**src/rtl/ahb_sram_ctrl_p.sv**
```systemverilog
// AHB-Lite slave fronting NUM_BANKS single-port synchronous SRAM banks.
// Size/alignment/range-checked beats, two-cycle ERROR response, one-wait-state RAW stall.
module ahb_sram_ctrl_p #(
  parameter int unsigned DATA_W    = 32,
  parameter int unsigned ADDR_W    = 13,
  parameter int unsigned NUM_BANKS = 2
) (
  input  logic                        h_clk,
  input  logic                        h_reset_n,
  input  logic                        hsel,
  input  logic [31:0]                 haddr,
  input  logic                        hwen,
  input  logic [1:0]                  htrans,
  input  logic [2:0]                  hsize,
  input  logic [2:0]                  hburst,
  input  logic [DATA_W-1:0]           hwdata,
  input  logic                        hready_in,
  output logic                        hready_out,
  output logic [1:0]                  hresp,
  output logic [DATA_W-1:0]           hrdata,
  output logic [NUM_BANKS-1:0]        sram_cs,
  output logic                        sram_wen,
  output logic [ADDR_W-1:0]           sram_addr,
  output logic [DATA_W/8-1:0]         sram_be,
  output logic [DATA_W-1:0]           sram_wdata,
  input  logic [NUM_BANKS*DATA_W-1:0] sram_rdata
);
  localparam int unsigned BE_W   = DATA_W / 8;
  localparam int unsigned BSH    = $clog2(BE_W);
  localparam int unsigned BANK_W = (NUM_BANKS > 1) ? $clog2(NUM_BANKS) : 1;
  localparam logic [1:0] RespOkay  = 2'b00;
  localparam logic [1:0] RespError = 2'b01;

  typedef enum logic [2:0] {StIdle, StWr, StRd, StStall, StErr1, StErr2} state_e;
  state_e state_q, state_d;

  logic [ADDR_W-1:0] pend_addr_q, pend_addr_d;
  logic [BANK_W-1:0] pend_bank_q, pend_bank_d;
  logic [BE_W-1:0]   pend_be_q, pend_be_d;
  logic [BANK_W-1:0] rd_bank_q, rd_bank_d;

  logic [ADDR_W-1:0] dec_word;
  logic [BANK_W-1:0] dec_bank;
  logic [BE_W-1:0]   dec_be;
  logic              dec_legal, beat_req, beat_valid, decode;
  int unsigned       off, nbytes;

  logic unused_bits;
  assign unused_bits = ^{hburst, htrans[0], haddr};

  assign dec_word   = haddr[BSH +: ADDR_W];
  assign dec_bank   = haddr[BSH+ADDR_W +: BANK_W];
  assign beat_req   = hsel & htrans[1];
  assign beat_valid = beat_req & hready_in;

  always_comb begin
    off       = 32'(haddr[BSH-1:0]);
    nbytes    = 32'd1 << hsize;
    dec_legal = (32'(hsize) <= BSH) && ((off & (nbytes - 32'd1)) == 32'd0) &&
                (32'(dec_bank) < NUM_BANKS);
    for (int unsigned i = 0; i < BE_W; i++) begin
      dec_be[i] = dec_legal && (i >= off) && (i < off + nbytes);
    end
  end

  always_comb begin
    state_d     = state_q;
    pend_addr_d = pend_addr_q;
    pend_bank_d = pend_bank_q;
    pend_be_d   = pend_be_q;
    rd_bank_d   = rd_bank_q;
    hready_out  = 1'b1;
    hresp       = RespOkay;
    hrdata      = '0;
    sram_cs     = '0;
    sram_wen    = 1'b0;
    sram_addr   = '0;
    sram_be     = '0;
    sram_wdata  = '0;
    decode      = 1'b0;

    unique case (state_q)
      StIdle: decode = 1'b1;
      StRd: begin
        decode = 1'b1;
        for (int unsigned k = 0; k < NUM_BANKS; k++) begin
          if (rd_bank_q == BANK_W'(k)) hrdata = sram_rdata[k*DATA_W +: DATA_W];
        end
      end
      StWr: begin
        sram_cs    = NUM_BANKS'(1) << pend_bank_q;
        sram_wen   = 1'b1;
        sram_addr  = pend_addr_q;
        sram_be    = pend_be_q;
        sram_wdata = hwdata;
        // Port is busy with the write; capture the read and replay it next cycle.
        if (beat_req && !hwen && dec_legal) begin
          hready_out  = 1'b0;
          pend_addr_d = dec_word;
          pend_bank_d = dec_bank;
          pend_be_d   = dec_be;
          state_d     = StStall;
        end else begin
          decode = 1'b1;
        end
      end
      StStall: begin
        sram_cs   = NUM_BANKS'(1) << pend_bank_q;
        sram_addr = pend_addr_q;
        sram_be   = pend_be_q;
        rd_bank_d = pend_bank_q;
        state_d   = StRd;
      end
      StErr1: begin
        hready_out = 1'b0;
        hresp      = RespError;
        state_d    = StErr2;
      end
      StErr2: begin
        hresp  = RespError;
        decode = 1'b1;
      end
      default: state_d = StIdle;
    endcase

    if (decode) begin
      state_d = StIdle;
      if (beat_valid) begin
        if (!dec_legal) begin
          state_d = StErr1;
        end else if (hwen) begin
          pend_addr_d = dec_word;
          pend_bank_d = dec_bank;
          pend_be_d   = dec_be;
          state_d     = StWr;
        end else begin
          sram_cs   = NUM_BANKS'(1) << dec_bank;
          sram_addr = dec_word;
          sram_be   = dec_be;
          rd_bank_d = dec_bank;
          state_d   = StRd;
        end
      end
    end
  end

  always_ff @(posedge h_clk or negedge h_reset_n) begin
    if (!h_reset_n) begin
      state_q     <= StIdle;
      pend_addr_q <= '0;
      pend_bank_q <= '0;
      pend_be_q   <= '0;
      rd_bank_q   <= '0;
    end else begin
      state_q     <= state_d;
      pend_addr_q <= pend_addr_d;
      pend_bank_q <= pend_bank_d;
      pend_be_q   <= pend_be_d;
      rd_bank_q   <= rd_bank_d;
    end
  end
endmodule

```
**config.mk**
```make
export PLATFORM = sky130hd
export DESIGN_NAME = ahb_sram_ctrl_p
export DESIGN_NICKNAME = d
export VERILOG_FILES = /design/src/rtl/ahb_sram_ctrl_p.sv
export SDC_FILE = /design/constraint.sdc
export NUM_CORES = 1
export LEC_CHECK = 0
export BUFFER_PORTS_ARGS = -buffer_cell sky130_fd_sc_hd__buf_2
export CAP_MARGIN = 40
export CORE_AREA = 2 2 87 89
export DETAILED_ROUTE_END_ITERATION = 8
export DIE_AREA = 0 0 89 91
export PLACE_DENSITY = 0.7
export SYNTH_ARGS = -nofsm -noshare
export SYNTH_HDL_FRONTEND = slang
export SYNTH_SLANG_ARGS = --single-unit
```
**constraint.sdc**
```tcl
create_clock -name h_clk -period 3.64 [get_ports h_clk]
set_input_delay 0.182 -clock h_clk [delete_from_list [all_inputs] [get_ports h_clk]]
set_output_delay 0.182 -clock h_clk [all_outputs]
set_load 0.02 [all_outputs]
```
==> metrics.yaml, run 1 <==
tns_ns: 0
synth_top_area_cell: "dfrtp_1"
die_area_mm2: 0.00810
hold_path.class: "input port to flip-flop"
grt_max_degree: 36
root_buffer: "clkbuf_8"
syn_inst: 238
pwr-share-clk_pct: 11.2
clkTransAtPathRegs_ns: 0.08
drt_iter0_markers: 47
avgViaCountPerCell: 4.69
cp.arrival_ns: 2.54
synth_top_area_share_pct: 26.1
cp_slowest_cell: "or4b_1"
critPathMaxStageDelay_ns: 0.50
die_x_um: 89
end_kind: "output pin"
p_comb_share_pct: 58.7
ys_seq_area_share_pct: 26.1
final_cells: 529
io_buffers: 206
antenna_found_initial: 0
netlist_top_cells_area: "dfrtp_1 (26%), mux2i_1 (16%), and3_1 (9.8%)"
timing.critical_path.buf_inv: 3
coreArea_mm2: 0.00714
final-max-slew-violation-count: 0
clock-skew-final_ns: 0.00495
track_usage_pct: 15.8
ys_ff_latch: 22
pwr-share-seq_pct: 30.1
post_cts_buffers: 0
start_util_pct: 29.6
path_class: "input port to output pin"
h-tree-depth: 1
totalWireLength_mm: 7.08
p_int_mw: 0.872
rows: 31
clock_path_buffers: 2
crit_top_cell: "buf_2"
grt_first_pass_wirelength_mm: 10.6
drc: 0
setup_viol: 0
final-seq-area_um2: 552
whs_path_depth: 2
status: "completed"
p_leak_nw: 2.12
relSlewSlack_pct: 37.6
synth_nets: 383
grt_setup_unrepaired: "false"
finalCriticalPeriod_ns: 2.72
synth_warnings: 0
synth.distinct_cells: 38
syn_avg_cell_area_um2: 8.87
die_height_um: 91
gr-total-overflow: 0
layout-drive-gt1-share_pct: 54.9
clock-sinks: 22
io_pins: 228
hold_viol_final: 0
ant_nets: 0
fin_crit_sh_pct: 74.8
cp.required_ns: 3.46
tightest_slew_ns: 0.936
grt_pass1_vias: 2351
cp-start-kind: "input port"
synthToLayoutAreaGrowth_pct: 54.4
p_sw_mw: 0.678
post_drt_wl_per_cell_um: 13.4
n_fill_cell: 768
syn-cell-area_mm2: 0.00211
dp.cells: 524
swShare_pct: 43.7
final_nets: 576
drv_cap: 0
gp_congestion: 0.796
powerDensity_mw_per_mm2: 476
dpl.hpwl_mm: 5.74
drt-pass1-iter-count: 4
worst-path-stages: 10
insertion_delay_ns: 0.26
via_count: 2481
maxClockFrequency_mhz: 367
cp_cell_sequence: "buf_2, nor3_1, ha_1, inv_1, fa_1, or4b_1, o21ai_0, a31oi_1, a22o_1, buf_2"
reg2reg_depth: 4
critical_path_peak_fanout: 7
cts_tree: "done"
cts-buffers-inserted: 3
cts_hold_buf: 1
cts_resized: 0
critPathTopFamily: "simple AND/OR/NAND/NOR gates"
multiInputGateArea_mm2: 0.00142
irDropWorstVdd_v: 0.000279
n_antenna_cell: 0
Yosys cell counts:
cell type and instances:
a211oi_2 1, mux2_4 10, mux2_2 8, dfrtp_1 22, a31oi_1 1, inv_1 8, nor3_1 1, a21oi_4 1
fa_1 1, nand3b_1 3, o22ai_1 1, o21ai_0 4, o21a_1 1, a221oi_1 1, clkbuf_1 11, or3_1 1
nor2_1 39, a21oi_1 4, and2_1 1, or2_2 1, nand2_1 7, buf_12 1, nand2b_1 4, or4b_1 1
o2bb2ai_1 1, buf_1 3, conb_1 1, ha_1 3, nor2b_1 1, o32a_4 1, buf_2 3, and3_1 33
mux2i_1 34, buf_4 3, a21o_1 1, a22o_1 18, nand4_1 2, nand3_1 1
power by group through the flow:
stage	clock (mW)	sequential [mW]	combinational [mW]
global route	0.193	0.481	0.989
finish	0.174	0.466	0.910
CTS	0.179	0.464	0.920
detailed placement	0	0.469	0.916
global placement	0	0.461	0.900
floorplan	0	0.392	0.694
worst paths after layout:
path / from / end / slack (ns)
min in group asynchronous: h_reset_n / pend_addr_q[7] / 0.42
setup / recovery: hsize[1] / sram_be[0] / 0.92
setup reg to reg: state_q[1] / pend_addr_q[12] / 1.12
hold reg to reg: pend_be_q[0] / pend_be_q[0] / 0.51
hold / removal: haddr[3] / pend_addr_q[1] / 0.17
max in group asynchronous: h_reset_n / rd_bank_q / 2.86
flip-flops by register name (all words and copies together) (netlist names):
name,count
pend_bank_q,1
state_q,3
pend_be_q,4
pend_addr_q,13
rd_bank_q,1
per-layer routing:
layer  routed length, um  vias up  GRT usage, %
li1                    -     1233             -
met1                2980     1135          19.3
met2                3410      105          28.3
met3                 619        8          3.18
met4                  68        0          2.74
met5                   0        -             0
cell usage in the layout (no fill, tap or decap):
cell type / n
dfrtp_2: 1
buf_4: 1
a21o_1: 1
inv_1: 8
mux2_2: 8
o21a_1: 1
and2_1: 1
a21oi_4: 1
and3_1: 33
or4b_1: 1
a31oi_1: 1
buf_2: 206
dfrtp_1: 21
conb_1: 1
a22o_1: 18
a211oi_2: 1
nor2b_2: 1
nand4_1: 2
o22ai_1: 1
mux2_4: 10
o21ai_0: 4
or3_1: 1
a21oi_1: 4
nor3_1: 1
clkbuf_8: 4
nand3b_1: 3
nor2_1: 39
mux2i_1: 34
o2bb2ai_1: 1
buf_16: 1
a221oi_1: 1
o32a_4: 1
nand2b_1: 4
nand3_1: 1
nand2_1: 7
dlygate4sd3_1: 1
or2_2: 1
fa_1: 1
ha_1: 3
cells by family (layout without fill, tap and decap cells):
logic type	after synthesis	in the layout	share of synthesized area (%)
compound gates	35	35	13.9
fa+ha+maj	4	4	2.73
buf+inv	29	221	6.64
flops	22	22	26.1
mux	52	52	27.5
other cells	1	1	0.178
simple gates	95	95	22.9
cell type report:
class | instances | share of cell area (%)
inverters | 8 | 0.921
clock buffers | 4 | 1.69
repair buffers | 209 | 33.0
flip-flops and latches | 22 | 16.9
well taps | 99 | 3.80
multi-input cells | 187 | 43.6
worst register-to-register path: stages (launching register included):
cell and delay, ns:
dfrtp_1 0.48, inv_1 0.57, nand4_1 0.28, a21oi_4 0.67, mux2_2 0.42
stage by stage:
stage               power, mW  hold slack [ns]  instance area, um2  util [%]  worst slack (ns)
floorplan                1.09           -0.114                2110         -              1.32
global placement         1.36            0.177                3170      44.4             0.980
detailed placement       1.39            0.176                3190      44.8             0.942
CTS                      1.56            0.161                3260      45.7             0.928
global route             1.66            0.160                3260      45.7             0.721
finish                   1.55            0.166                3260      45.7             0.916
Power figures use the tool's default switching activity.
==> inputs of run 2 (changes only) <==
==> config.mk (replaced) <==
export PLATFORM = sky130hd
export DESIGN_NAME = ahb_sram_ctrl_p
export DESIGN_NICKNAME = d
export VERILOG_FILES = /design/src/rtl/ahb_sram_ctrl_p.sv
export SDC_FILE = /design/constraint.sdc
export NUM_CORES = 1
export LEC_CHECK = 0
export ABC_AREA = 1
export BUFFER_PORTS_ARGS = -buffer_cell sky130_fd_sc_hd__buf_2
export CAP_MARGIN = 40
export CORE_MARGIN = 1.5
export CORE_UTILIZATION = 30
export DETAILED_ROUTE_END_ITERATION = 8
export PLACE_DENSITY = 0.72
export SYNTH_ARGS = -nofsm -noshare
export SYNTH_HDL_FRONTEND = slang
export SYNTH_SLANG_ARGS = --single-unit
==> constraint.sdc (replaced) <==
create_clock -name h_clk -period 2.3 [get_ports h_clk]
set_input_delay 0.115 -clock h_clk [delete_from_list [all_inputs] [get_ports h_clk]]
set_output_delay 0.115 -clock h_clk [all_outputs]
set_load 0.02 [all_outputs]
==> run 2 against run 1 <==
Compared with the run above: via count grew 29%; clock skew fell by 0.00063 ns; total power increased by 88%; setup slack got worse by 0.74 ns; clock-buffer cell count fell by 1; global-route usage up 3.9 points; combinational power is 120% higher; first-iteration DRC count rose by 21%; highest routed layer unchanged; worst hold slack worse by 0.11 ns; critical endpoint unchanged; clock power grew 110%; die area rose by 1.5%; register-to-register slack got worse by 0.54 ns.
==> metrics.yaml, run 2 <==
setup_viol: 0
largest_reg_flops: 13
cp.arrival_ns: 2.01
die_x_um: 90.7
reg2reg_depth: 8
syn-cell-area_mm2: 0.00231
post_drt_wl_per_cell_um: 12.1
dpl.hpwl_mm: 6.70
netlist_top_cells_area: "nand2_1 (25%), dfrtp_1 (24%), inv_1 (8.8%)"
synth_nets: 545
layout_common_cells: "buf_2 (206), nand2_1 (154), inv_1 (54)"
clock_path_buffers: 2
synth-compound-area-share_pct: 9.12
synth_commonest_cells: "nand2_1 (154), inv_1 (54), nor2_1 (44)"
drt-pass1-iter-count: 4
synth.distinct_cells: 28
synth_ff_type: "dfrtp_1"
synth_top_area_share_pct: 25.1
clock-sinks: 22
ys_ff_latch: 22
post_cts_buffers: 0
synthMuxAreaShare_pct: 0
synth_fa_ha_area_share_pct: 2.50
start_util_pct: 31.5
clock-skew-final_ns: 0.00432
rows: 31
coreArea_mm2: 0.00733
layout-drive-gt1-share_pct: 41.0
via_count: 3195
yosys.area_share.simple_pct: 50.1
powerDensity_mw_per_mm2: 837
antenna_found_initial: 0
finalCoreUtilization_pct: 47.6
synth_edf_count: 0
die_height_um: 90.7
grt_setup_unrepaired: "false"
synthArstFlopShare_pct: 100
n_fill_cell: 794
gp_congestion: 0.884
gr-total-overflow: 0
synth_top_area_cell: "nand2_1"
synth_warnings: 0
drc: 0
syn_inst: 400
reg.largest.list: "pend_addr_q: 13 flops, pend_be_q: 4 flops, state_q: 3 flops"
path_class: "input port to output pin"
grt_pass1_vias: 2994
final-max-slew-violation-count: 0
final_common_cell: "buf_2"
hold_viol_final: 0
fin_ws_ns: 0.175
status: "completed"
cp.required_ns: 2.18
pre_cts_slack_ns: 0.122
irDropWorstVdd_v: 0.000563
drt_iter0_markers: 57
maxClockFrequency_mhz: 471
yosysMostFrequentCell: "nand2_1"
p_leak_nw: 2.32
ant_nets: 0
root_buffer: "clkbuf_8"
final_nets: 743
syn_avg_cell_area_um2: 5.76
critical_path_peak_fanout: 4
r2r_slack_ns: 0.58
cts-buffers-inserted: 3
synthToLayoutAreaGrowth_pct: 51.4
cp-start-kind: "input port"
regMostFlops: "pend_addr_q"
ys_seq_area_share_pct: 23.9
io_pins: 228
insertion_delay_ns: 0.26
synth_xor_area_share_pct: 0
whs_path_depth: 3
clkTransAtPathRegs_ns: 0.08
grt_max_degree: 34
avgViaCountPerCell: 4.59
n_antenna_cell: 0
end_kind: "output pin"
io_buffers: 206
cts_tree: "done"
grt_first_pass_wirelength_mm: 13.7
track_usage_pct: 19.7
fin_crit_sh_pct: 92.4
hold_path.class: "input port to flip-flop"
totalWireLength_mm: 8.39
h-tree-depth: 1
die_area_mm2: 0.00822
synth_top_family_by_area: "simple AND/OR/NAND/NOR gates"
finalCriticalPeriod_ns: 2.13
tns_ns: 0
drv_cap: 0
run 2: cell count changes after synthesis, sizes merged, moves of 29 or more:
cell / change
inv: +47
nand2: +155
mux2i: -34
a21oi: +29
and3: -33
nand3: +37
run 2: final timing paths:
check / start / to
worst max-delay path: hsize[1] / sram_be[0]
worst min-delay path: haddr[10] / pend_addr_q[8]
worst max register to register: state_q[2] / pend_addr_q[2]
worst min register to register: pend_addr_q[2] / pend_addr_q[2]
max in group asynchronous: h_reset_n / pend_be_q[1]
min in group asynchronous: h_reset_n / pend_addr_q[8]
run 2: layout make-up:
cell class	instances	area (um2)	share of cell area (%)
multi-input combinational	301	1430	41.0
timing repair buffer	215	1110	31.7
sequential	22	551	15.8
inverter	55	206	5.91
tap	99	124	3.55
clock buffer	3	41.3	1.18
clock inverter	1	30.0	0.860
run 2: layer usage:
| layer | track usage (%) | part of all wire, % |
|---|---|---|
| met4 | 2.38 | 0.49 |
| met3 | 3.37 | 6.2 |
| met2 | 36.5 | 51 |
| met1 | 24.1 | 42 |
| met5 | 0 | 0 |
run 2: where the power goes:
group | switching (mW) | internal [mW]
clock | 0.125 | 0.232
sequential | 0.0877 | 0.509
combinational | 1.35 | 0.622
run 2: cell families (layout without fill, tap and decap cells):
logic type,after synthesis,in the layout
fa+ha+maj,4,4
flops,22,22
compound gates,42,42
buf+inv,77,274
other cells,1,1
simple gates,254,254
run 2: what timing repair did:
action | in CTS | in global routing
endpoints found under the hold margin | 22 | 0
hold buffers | 1 | 0
setup endpoints to repair | 0 | 2
gates resized for setup | 0 | 3
run 2: critical path: stages:
cell and delay, ns:
buf_2 0.11, or2_4 0.28, nor2_2 0.13, ha_1 0.18
inv_1 0.05, fa_1 0.38, nand3_1 0.15, nand2_1 0.09
nor2_2 0.15, nand3_1 0.08, nand2_1 0.06, o21ai_0 0.07
buf_2 0.17
run 2: per-stage QoR:
| stage | area, um2 | cells | hold slack, ns | power (mW) |
|---|---|---|---|---|
| 6_report | 3490 | 696 | 0.0611 | 2.92 |
| 5_1_grt | 3490 | 696 | 0.0586 | 3.17 |
| 4_1_cts | 3490 | 696 | 0.0552 | 2.94 |
| 3_5_place_dp | 3410 | 691 | 0.110 | 2.57 |
| 3_3_place_gp | 3390 | 690 | 0.110 | 2.52 |
| 2_1_floorplan | 2310 | 400 | -0.181 | 1.92 |
==> inputs of run 3 (changes only) <==
--- a/config.mk
+++ b/config.mk
@@ -8,10 +8,10 @@
 export ABC_AREA = 1
 export BUFFER_PORTS_ARGS = -buffer_cell sky130_fd_sc_hd__buf_2
 export CAP_MARGIN = 40
-export CORE_MARGIN = 1.5
-export CORE_UTILIZATION = 30
+export CORE_AREA = 2 2 87 89
 export DETAILED_ROUTE_END_ITERATION = 8
-export PLACE_DENSITY = 0.72
+export DIE_AREA = 0 0 89 91
+export PLACE_DENSITY = 0.76
 export SYNTH_ARGS = -nofsm -noshare
 export SYNTH_HDL_FRONTEND = slang
 export SYNTH_SLANG_ARGS = --single-unit
==> run 3 against run 2 <==
Compared with the run above: non-clock buffer count did not move; clock power fell by 25%; via count rose by 0.47%; cell area fell by 0.54%; register-to-register slack barely moved; fmax rose by 1.2%; total power fell by 3.8%; global-route usage fell by 0.26 points; sequential share of layout area rose by 0.085 points; die area fell by 1.5%; cell count rose by 0.29%.
==> metrics.yaml, run 3 (synthesis results as in run 2) <==
status: "completed"
cp-start-kind: "flip-flop"
cts_tree: "done"
h-tree-depth: 1
grt_pass1_vias: 2936
fin_crit_sh_pct: 91.3
clock-skew-final_ns: 0.00113
cts-buffers-inserted: 3
hold_path.class: "input port to flip-flop"
insertion_delay_ns: 0.25
via_count: 3210
r2r_slack_ns: 0.58
drt-pass1-iter-count: 4
hold_viol_final: 0
finalCoreUtilization_pct: 48.7
grt_setup_unrepaired: "false"
reg.largest.list: "pend_addr_q: 13 flops, pend_be_q: 4 flops, state_q: 3 flops"
tns_ns: 0
drv_cap: 0
gr-total-overflow: 0
clock-sinks: 22
final-seq-area_um2: 551
die_area_mm2: 0.00810
dp.cells: 691
final_nets: 743
synthToLayoutAreaGrowth_pct: 50.6
grt_max_degree: 34
die_x_um: 89
die_height_um: 91
multiInputGateArea_mm2: 0.00143
final-max-slew-violation-count: 0
whs_path_depth: 3
powerDensity_mw_per_mm2: 809
reg2reg_depth: 7
final_common_cell: "buf_2"
fin_ws_ns: 0.200
drc: 0
root_buffer: "clkbuf_8"
finalCriticalPeriod_ns: 2.10
setup_viol: 0
maxClockFrequency_mhz: 476
antenna_found_initial: 3
totalWireLength_mm: 8.55
cp.required_ns: 2.18
irDropWorstVdd_v: 0.000357
clkTransAtPathRegs_ns: 0.08
hp-start: "haddr[8]"
largest_reg_flops: 13
final_cells: 698
n_fill_cell: 773
dpl.hpwl_mm: 7.08
grt_first_pass_wirelength_mm: 13.0
clock_path_buffers: 2
track_usage_pct: 19.4
pre_cts_slack_ns: 0.168
rows: 31
min_to: "pend_addr_q[6]"
cp.arrival_ns: 1.99
post_drt_wl_per_cell_um: 12.3
end_kind: "output pin"
post_cts_buffers: 0
start_util_pct: 32.3
regMostFlops: "pend_addr_q"
critical_path_peak_fanout: 17
avgViaCountPerCell: 4.60
ant_nets: 0
io_buffers: 206
io_pins: 228
r2r_start: "state_q[2]"
coreArea_mm2: 0.00714
layout-drive-gt1-share_pct: 41.0
p_leak_nw: 2.31
layout_common_cells: "buf_2 (206), nand2_1 (154), inv_1 (54)"
r2r_end: "pend_addr_q[2]"
holdWs_ns: 0.0748
drt_iter0_markers: 77
path_class: "flip-flop to output pin"
gp_congestion: 0.886
==> run 3: per-stage QoR <==
| stage | power (mW) | instance area, um2 |
|---|---|---|
| after floorplan | 1.92 | 2310 |
| after global placement | 2.52 | 3400 |
| after detailed placement | 2.56 | 3400 |
| after CTS | 2.84 | 3460 |
| after global routing | 3.06 | 3470 |
| final | 2.81 | 3470 |
==> run 3: worst max path at each step <==
| stage | slack [ns] | start | endpoint |
|---|---|---|---|
| after global placement | 0.20 | hsize[1] | sram_be[0] |
| after global routing | 0.01 | state_q[2] | sram_be[3] |
| final | 0.20 | state_q[2] | sram_be[2] |
| after floorplan | 0.30 | hsize[1] | sram_be[0] |
| after CTS | 0.15 | hsize[1] | sram_be[0] |
| after detailed placement | 0.17 | hsize[1] | sram_be[0] |
==> run 3: report_power, final <==
group	switching, mW	total (mW)	internal [mW]
combinational	1.33	1.94	0.612
sequential	0.0905	0.599	0.509
clock	0.116	0.268	0.152
total	1.54	2.81	1.27
==> run 3: what timing repair did <==
| item | in CTS | in global routing |
|---|---|---|
| setup endpoints to repair | 0 | 2 |
| resized for setup | 0 | 2 |
| hold buffers | 1 | 0 |
| hold endpoints to repair | 22 | 0 |
==> run 3: metal layers <==
| metal | wire [um] | global-route usage [%] |
|---|---|---|
| met5 | 13 | 0 |
| met4 | 118 | 3.73 |
| met3 | 874 | 6.27 |
| met2 | 4260 | 35.0 |
| met1 | 3290 | 22.1 |
==> run 3: cell type report <==
type	count	share of cell area (%)
well taps	99	3.57
clock buffers	4	1.59
inverters	55	5.94
diodes	2	0.144
repair buffers	215	31.7
multi-input cells	301	41.2
flip-flops and latches	22	15.9
==> run 3: critical path, cell delays in order, from the launching register on <==
cell     delay [ns]
dfrtp_1        0.45
nor3_1         0.32
a21oi_1        0.12
nand2_4        0.21
nand2_1        0.21
o21ai_0        0.22
buf_2          0.19
